<file path="src/rtl/discrete_filter_pkg.sv">
// Shared fixed-point definitions for the discrete RC filter stages.
// Holds the Q16.16 widths, the filter FSM state type, the elaboration-time
// alpha calculation, and the 16-bit output saturation helper.
package discrete_filter_pkg;

    localparam int SAMPLE_W = 16;
    localparam int STATE_W  = 32;
    localparam int FRAC_W   = 16;

    typedef enum logic [1:0] {
        ST_IDLE,
        ST_STEP,
        ST_DONE
    } filter_state_t;

    // alpha = dt / (RC + dt) in Q0.16, where dt is one oversampled sub-step.
    // Both dt and RC are expressed in seconds scaled by 2^32.
    function automatic logic [16:0] rc_alpha_16(
        input longint r,
        input longint c_35_shifted,
        input longint sample_rate,
        input longint oversample
    );
        longint dt_sub_32;
        longint rc_32;
        longint alpha;
        dt_sub_32 = ((longint'(1) <<< 32) / sample_rate) / oversample;
        rc_32     = (r * c_35_shifted) >>> 3;
        alpha     = (dt_sub_32 <<< 16) / (rc_32 + dt_sub_32);
        return alpha[16:0];
    endfunction

    // Clamp a 33-bit signed integer part to the 16-bit sample range.
    function automatic logic signed [SAMPLE_W-1:0] saturate16(
        input logic signed [STATE_W:0] v
    );
        if (v > 33'sd32767)
            return 16'sd32767;
        else if (v < -33'sd32768)
            return -16'sd32768;
        else
            return v[SAMPLE_W-1:0];
    endfunction

endpackage

</file>
<file path="src/rtl/resistor_capacitor_low_pass_filter.sv">
// RC low-pass stage: per audio strobe, integrates y += alpha*(x - y) over
// OVERSAMPLE sub-steps with one shared multiplier, then publishes the
// saturated integer part of y with a one-cycle out_valid pulse.
// Optional build macro RC_LOW_PASS_FILTER_ROUNDING_EN selects round-half-up
// in both the step product and the output conversion (default: truncation).
module resistor_capacitor_low_pass_filter
    import discrete_filter_pkg::*;
#(
    parameter int CLOCK_RATE   = 50000000,
    parameter int SAMPLE_RATE  = 48000,
    parameter int R            = 10000,
    parameter int C_35_SHIFTED = 3436,
    parameter int OVERSAMPLE   = 4
) (
    input  logic                       clk,
    input  logic                       reset_n,
    input  logic                       audio_clk_en,
    input  logic signed [SAMPLE_W-1:0] in,
    output logic signed [SAMPLE_W-1:0] out,
    output logic                       out_valid,
    output logic                       overrun
);

    localparam logic [16:0] ALPHA_16 = rc_alpha_16(R, C_35_SHIFTED, SAMPLE_RATE, OVERSAMPLE);
    localparam int PROD_W = STATE_W + 1 + 18;
    localparam int STEP_W = 5;
    localparam logic [STEP_W-1:0] LAST_STEP = STEP_W'(OVERSAMPLE - 1);

`ifdef RC_LOW_PASS_FILTER_ROUNDING_EN
    localparam logic signed [PROD_W-1:0]  STEP_BIAS = PROD_W'(1 << (FRAC_W - 1));
    localparam logic signed [STATE_W:0]   OUT_BIAS  = 33'sd32768;
`else
    localparam logic signed [PROD_W-1:0]  STEP_BIAS = '0;
    localparam logic signed [STATE_W:0]   OUT_BIAS  = '0;
`endif

    // Reject configurations the sequencing cannot honour.
    if (OVERSAMPLE < 1 || OVERSAMPLE > 16) begin : g_bad_oversample
        $error("OVERSAMPLE must be within 1..16");
    end
    if (CLOCK_RATE / SAMPLE_RATE < OVERSAMPLE + 2) begin : g_bad_rate
        $error("clock too slow for OVERSAMPLE+2 cycles per sample");
    end

    filter_state_t               state_reg, state_next;
    logic signed [SAMPLE_W-1:0]  x_reg;
    logic signed [STATE_W-1:0]   y_reg;
    logic [STEP_W-1:0]           step_reg;

    logic                        load_x;
    logic                        do_step;
    logic                        emit;
    logic                        busy_strobe;

    logic signed [STATE_W-1:0]   x_shift;
    logic signed [STATE_W:0]     diff;
    logic signed [PROD_W-1:0]    prod;
    logic signed [STATE_W-1:0]   p_step;
    logic signed [STATE_W-1:0]   y_stepped;
    logic signed [STATE_W:0]     y_wide;
    logic signed [STATE_W:0]     y_int;
    logic signed [SAMPLE_W-1:0]  out_value;

    // Shared MAC: one alpha multiply per cycle, plus the output conversion.
    always_comb begin
        x_shift   = {x_reg, {FRAC_W{1'b0}}};
        diff      = {x_shift[STATE_W-1], x_shift} - {y_reg[STATE_W-1], y_reg};
        prod      = diff * $signed({1'b0, ALPHA_16});
        p_step    = STATE_W'((prod + STEP_BIAS) >>> FRAC_W);
        y_stepped = y_reg + p_step;
        y_wide    = {y_reg[STATE_W-1], y_reg};
        y_int     = (y_wide + OUT_BIAS) >>> FRAC_W;
        out_value = saturate16(y_int);
    end

    // Sequencer: a strobe always wins and restarts the sub-step run.
    always_comb begin
        state_next  = state_reg;
        load_x      = 1'b0;
        do_step     = 1'b0;
        emit        = 1'b0;
        busy_strobe = audio_clk_en && (state_reg != ST_IDLE);
        unique case (state_reg)
            ST_IDLE: begin
                if (audio_clk_en) begin
                    load_x     = 1'b1;
                    state_next = ST_STEP;
                end
            end
            ST_STEP: begin
                if (audio_clk_en) begin
                    load_x = 1'b1;
                end else begin
                    do_step = 1'b1;
                    if (step_reg == LAST_STEP)
                        state_next = ST_DONE;
                end
            end
            ST_DONE: begin
                if (audio_clk_en) begin
                    load_x     = 1'b1;
                    state_next = ST_STEP;
                end else begin
                    emit       = 1'b1;
                    state_next = ST_IDLE;
                end
            end
            default: state_next = ST_IDLE;
        endcase
    end

    // FSM state and integrator registers.
    always_ff @(posedge clk or negedge reset_n) begin
        if (!reset_n) begin
            state_reg <= ST_IDLE;
            x_reg     <= '0;
            y_reg     <= '0;
            step_reg  <= '0;
        end else begin
            state_reg <= state_next;
            if (load_x) begin
                x_reg    <= in;
                step_reg <= '0;
            end else if (do_step) begin
                y_reg    <= y_stepped;
                step_reg <= step_reg + STEP_W'(1);
            end
        end
    end

    // Published sample, its valid pulse and the sticky overrun flag.
    always_ff @(posedge clk or negedge reset_n) begin
        if (!reset_n) begin
            out       <= '0;
            out_valid <= 1'b0;
            overrun   <= 1'b0;
        end else begin
            out_valid <= emit;
            if (emit)
                out <= out_value;
            if (busy_strobe)
                overrun <= 1'b1;
        end
    end

endmodule
</file>
<file path="config.mk">
export PLATFORM = sky130hd
export DESIGN_NAME = resistor_capacitor_low_pass_filter
export DESIGN_NICKNAME = d
export VERILOG_FILES = /design/src/rtl/discrete_filter_pkg.sv /design/src/rtl/resistor_capacitor_low_pass_filter.sv
export SDC_FILE = /design/constraint.sdc
export NUM_CORES = 1
export LEC_CHECK = 0
export ABC_AREA = 1
export CAP_MARGIN = 20
export CORE_ASPECT_RATIO = 1.75
export CORE_MARGIN = 1.5
export CORE_UTILIZATION = 60
export DETAILED_ROUTE_END_ITERATION = 12
export GPL_ROUTABILITY_DRIVEN = 0
export PLACE_DENSITY = 0.8
export SETUP_SLACK_MARGIN = 0.2
export SLEW_MARGIN = 40
export SYNTH_ARGS = -nofsm -noshare
export SYNTH_HDL_FRONTEND = slang
export SYNTH_SLANG_ARGS = --single-unit
</file>
<file path="constraint.sdc">
create_clock -name clk -period 13.23 [get_ports clk]
set_clock_uncertainty 0.2 [all_clocks]
set_input_delay 1.323 -clock clk [delete_from_list [all_inputs] [get_ports clk]]
set_output_delay 1.323 -clock clk [all_outputs]
set_load 0.05 [all_outputs]
</file>
==> results_dict.tcl, run 1 <==
set metrics [dict create \
    grt_setup_unrepaired "false" \
    cp-end-kind "register" \
    cts-htree-levels 3 \
    clockBufferDepth 2 \
    die_h_um 187 \
    gr-total-overflow 0 \
    synth-adder-area-share 0.374 \
    io_pins 37 \
    timing.setup.tns_ns 0 \
    synth_cell_types 52 \
    yosys.area.top_type "ha_1" \
    synth_edf_count 0 \
    r2r_cells 41 \
    drc_errors 0 \
    grt_max_degree 74 \
    cts-root-buf "clkbuf_16" \
    cts_sinks 73 \
    vias 9907 \
    slew_viol_final 0 \
    r2r-end "y_reg[28]" \
    timing_worst_setup_path_type "register to register" \
    core_um2 19000 \
    synth_area_per_cell_um2 7.86 \
    status "completed" \
    numCtsBuffers 9 \
    ant_nets 0 \
    dr.first_iter.drc_count 395 \
    die_x_um 108 \
    hold_violations 0 \
    min_from "y_reg[31]" \
    r2r_slack_ns 4.32 \
    critPathMostFrequentCell "nand2_1" \
    crit_path_start_kind "register" \
    cts_hold_buf 0 \
    layout_min_cycle_time_ns 8.91 \
    min_to "y_reg[31]" \
    min_path_cells 2 \
    top_layer_used "met4" \
    cp_max_fo 5 \
    m1WireLength_mm 10.3 \
    cp_slowest_stage_delay_ns 0.63 \
    cts_tree "yes" \
    drive_above_1_share 0.0601 \
    maxCapViolCount 0 \
    synthTopCellsByArea "ha_1, fa_1, dfrtp_1" \
    final_cell_mix "inv_1, nand2_1, ha_1" \
    nNetsFinal 1817 \
    crit_slowest_cell "xor2_1" \
    fillers 1615 \
    synth_top_area_frac 0.208 \
    synth-simple-area-share 0.180 \
    antenna_cells 0 \
    setup_violations 0 \
    maxSlewHeadroom 0.412 \
    wl_met2_mm 16.0 \
    routed_wirelength_mm 30.1 \
    maxClockFrequency_mhz 112 \
    detail_route.wl_per_cell_um 17.1 \
    fin_crit_sh 0.673 \
    antenna_found_initial 0 \
    multi_input_area_um2 8590 \
    regArea_um2 1830 \
    clkTransAtPathRegs_ns 0.06 \
    grt_pass1_wl_mm 49.9 \
    dr_wl_met3_mm 1.01 \
    dieArea_um2 20100 \
    synth_nets 1777 \
    hold_path_class "register to register" \
    ys_ff_latch 73 \
    grt_usage 0.322 \
    dr.pass1.iters 5 \
    synth.yosys.seq_area_share 0.158 \
    final_common_cell "inv_1" \
    clk_latency_ns 0.35 \
    syn_inst 1470 \
    r2r_start "y_reg[18]" \
    worst_pin_slew_ns 0.879 \
    largest_reg_flops 32 \
    via_per_inst 5.64 \
    synth_xor_area_frac 0.0576 \
    area_delta_synth_final_pct 8.01 \
    port_buffers 36 \
    async_reset_ff_frac 1.00 \
    dp.final_hpwl_mm 25.6 \
    synth_top_family_by_area "adder cells" \
    ctsResizeCount 0 \
    grt_pass1_vias 10466 \
    syn_area_um2 11500 \
    cp_data_arrival_time_ns 8.95 \
    synth_mux_area_frac 0.0165 \
    cts_setup_buffers 0 \
    initial_utilization 0.607 \
    worstPathRequired_ns 13.27 \
    synth_compound_gate_area_share 0.116 \
    synth.yosys.warnings 0 \
    synth_ff_type "dfrtp_1" \
    rows 67 \
]
## worst max-delay path, delay by kind of cell, from the launching register on
kind	cells	cell delay [ns]
fa+ha+maj	8	3.40
simple gates	21	2.76
xor+xnor	2	0.93
compound gates	5	0.76
flops	1	0.38
buf+inv	5	0.34
## metal layers
metal  up-vias  GRT usage
met5         -          0
met4         0      0.253
met3       136     0.0363
met2       279      0.592
met1      4675      0.317
li1       4817          -
## per-stage QoR
stage               instance area [µm²]  hold slack (ns)  std cells   util  worst slack [ns]
floorplan                         11500            0.242       1470      -              5.89
global placement                  12200            0.254       1740  0.641              4.62
detailed placement                12200            0.266       1740  0.641              4.46
CTS                               12500            0.279       1756  0.655              4.43
global route                      12500            0.303       1756  0.655              3.72
finish                            12500            0.283       1756  0.655              4.32
## cells by family (layout without fill, tap and decap cells)
family,after synthesis,count (layout)
fa+ha+maj,288,288
simple gates,478,478
mux,17,17
flops,73,73
buf+inv,300,345
xor+xnor,73,73
compound gates,241,241
## synthesized netlist by cell type, types with 4 or more instances
master and count:
clkbuf_1 10, o21ai_2 4, xor2_1 40, nor2_2 9
nand3_2 6, o21ai_1 14, o21ai_0 84, o211ai_1 5
nor4_1 6, nand2_1 268, xnor2_1 31, a21o_1 10
nand3_1 38, mux2_2 16, nor2_1 98, dfrtp_1 73
nand4_1 13, o21bai_1 5, ha_1 192, nor3_1 14
a21oi_1 95, or2_2 4, inv_2 9, nand3b_1 6
a31oi_1 5, inv_1 277, nand2_2 7, fa_1 96
## final cells by class
type | count | area share
Sequential cell | 73 | 0.146
Timing Repair Buffer | 40 | 0.0314
Clock inverter | 6 | 0.00341
Tap cell | 241 | 0.0242
Clock buffer | 10 | 0.0184
Inverter | 289 | 0.0871
Multi-Input combinational cell | 1097 | 0.689
## worst max path at each step
stage	start	endpoint	slack [ns]
floorplan	y_reg[25]	y_reg[28]	5.89
global placement	y_reg[18]	y_reg[28]	4.62
detailed placement	y_reg[27]	y_reg[31]	4.46
CTS	y_reg[27]	y_reg[31]	4.43
global route	y_reg[18]	y_reg[31]	3.72
finish	y_reg[18]	y_reg[28]	4.32
Power of run 1 is not shown: default switching activity piles up to over one toggle a cycle in this logic, so the estimate is an artifact.
==> run 2: changes to the inputs <==
Clock period 13.23 ns to 8.7 ns, I/O delays scaled along.
==> results_dict.tcl, run 2 (synthesized netlist as in run 1, its figures left out) <==
set metrics [dict create \
    routed_wirelength_mm 30.8 \
    min_path_cells 2 \
    critPathMostFrequentCell "inv_1" \
    status "completed" \
    worstPathRequired_ns 8.73 \
    cts-htree-levels 3 \
    grt_pass1_wl_mm 50.6 \
    finalNonFillerCells 1779 \
    ant_nets 0 \
    timing.setup.tns_ns 0 \
    nNetsFinal 1840 \
    io_pins 37 \
    cts_tree "yes" \
    initial_utilization 0.607 \
    dr.first_iter.drc_count 495 \
    antenna_found_initial 0 \
    clkTransAtPathRegs_ns 0.06 \
    dr.pass1.iters 6 \
    crit_path_start_kind "register" \
    placedCellCount 1757 \
    port_buffers 36 \
    setup_violations 0 \
    hold_violations 0 \
    crit_slowest_cell "fa_1" \
    grt_pass1_vias 10724 \
    final_common_cell "inv_1" \
    post_dp_cell_area_um2 12300 \
    cts_hold_buf 0 \
    r2r_start "y_reg[27]" \
    dieArea_um2 20100 \
    cp-end-kind "register" \
    detail_route.wl_per_cell_um 17.3 \
    layout_min_cycle_time_ns 8.21 \
    maxSlewHeadroom 0.546 \
    startpoint "y_reg[27]" \
    area_delta_synth_final_pct 13.0 \
    numCtsBuffers 9 \
    maxCapViolCount 0 \
    gr-total-overflow 0 \
    maxClockFrequency_mhz 122 \
    fin_crit_sh 0.944 \
    fillers 1546 \
    cp_data_arrival_time_ns 8.24 \
    timing_worst_setup_path_type "register to register" \
    rows 67 \
    via_per_inst 5.73 \
    clk_latency_ns 0.34 \
    cts_sinks 73 \
    cts-root-buf "clkbuf_16" \
    die_h_um 187 \
    drive_above_1_share 0.111 \
    hold_path_class "register to register" \
    r2r-end "y_reg[28]" \
    grt_usage 0.324 \
    final_cell_mix "inv_1, nand2_1, ha_1" \
    antenna_cells 0 \
    final_area_um2 13000 \
    cp_max_fo 5 \
    r2r_slack_ns 0.49 \
    min_to "y_reg[31]" \
    whs_ns 0.280 \
    dp.final_hpwl_mm 25.7 \
    slew_viol_final 0 \
    cp_slowest_stage_delay_ns 0.55 \
    core_um2 19000 \
    die_x_um 108 \
    vias 10199 \
    r2r_cells 37 \
    min_from "y_reg[31]" \
    drc_errors 0 \
    grt_max_degree 74 \
    largest_reg_flops 32 \
    worst_pin_slew_ns 0.680 \
    clockBufferDepth 2 \
    grt_setup_unrepaired "false" \
]
[run 2: cell count changes in the layout (fill, tap and decap cells not counted), moves of 6 or more]
cell	previous run	this run
xor2_2	0	6
ha_2	0	10
buf_4	4	27
xor2_1	40	33
ha_4	0	7
nor2_1	97	91
ha_1	192	175
[run 2: through the flow]
stage               setup slack (ns)   util
floorplan                       1.36      -
global placement               0.272  0.648
detailed placement             0.154  0.648
CTS                            0.301  0.665
global route                  0.0813  0.686
finish                         0.489  0.686
[run 2: cell type report]
type	count	area, µm²	share of cell area
clock buffers	10	229	0.0176
clock inverters	6	90.1	0.00691
inverters	289	1090	0.0832
multi-input cells	1097	8950	0.686
flip-flops and latches	73	1830	0.140
well taps	241	302	0.0231
repair buffers	63	564	0.0433
[run 2: worst max path at each step]
stage | to | slack (ns) | cells after the start
CTS | y_reg[31] | 0.30 | 44
global route | y_reg[31] | 0.08 | 39
detailed placement | y_reg[31] | 0.15 | 39
finish | y_reg[28] | 0.49 | 37
floorplan | y_reg[28] | 1.36 | 38
global placement | y_reg[31] | 0.27 | 39
[run 2: timing repair]
action,in CTS,in global routing
gates resized for setup,1,72
pin swaps,0,6
setup endpoints to repair,2,14
buffers inserted,0,6
[run 2: routing by layer]
metal	vias to the layer above	routed length, µm	track usage
met5	-	0	0
met4	0	2780	0.253
met3	146	958	0.0384
met2	312	16400	0.585
met1	4886	10700	0.327
li1	4855	-	-
[run 2: worst max-delay path: cells and delay by family, from the launching register on]
kind / cells / cell delay [ns]
DFF: 1 / 0.41
and+or+nand+nor: 11 / 1.73
adders and majority gates: 8 / 3.39
buffers and inverters: 7 / 0.56
AOI/OAI and AO/OA: 9 / 1.46
xor gates and xnor gates: 2 / 0.34
Power of run 2 is left out for the same reason.
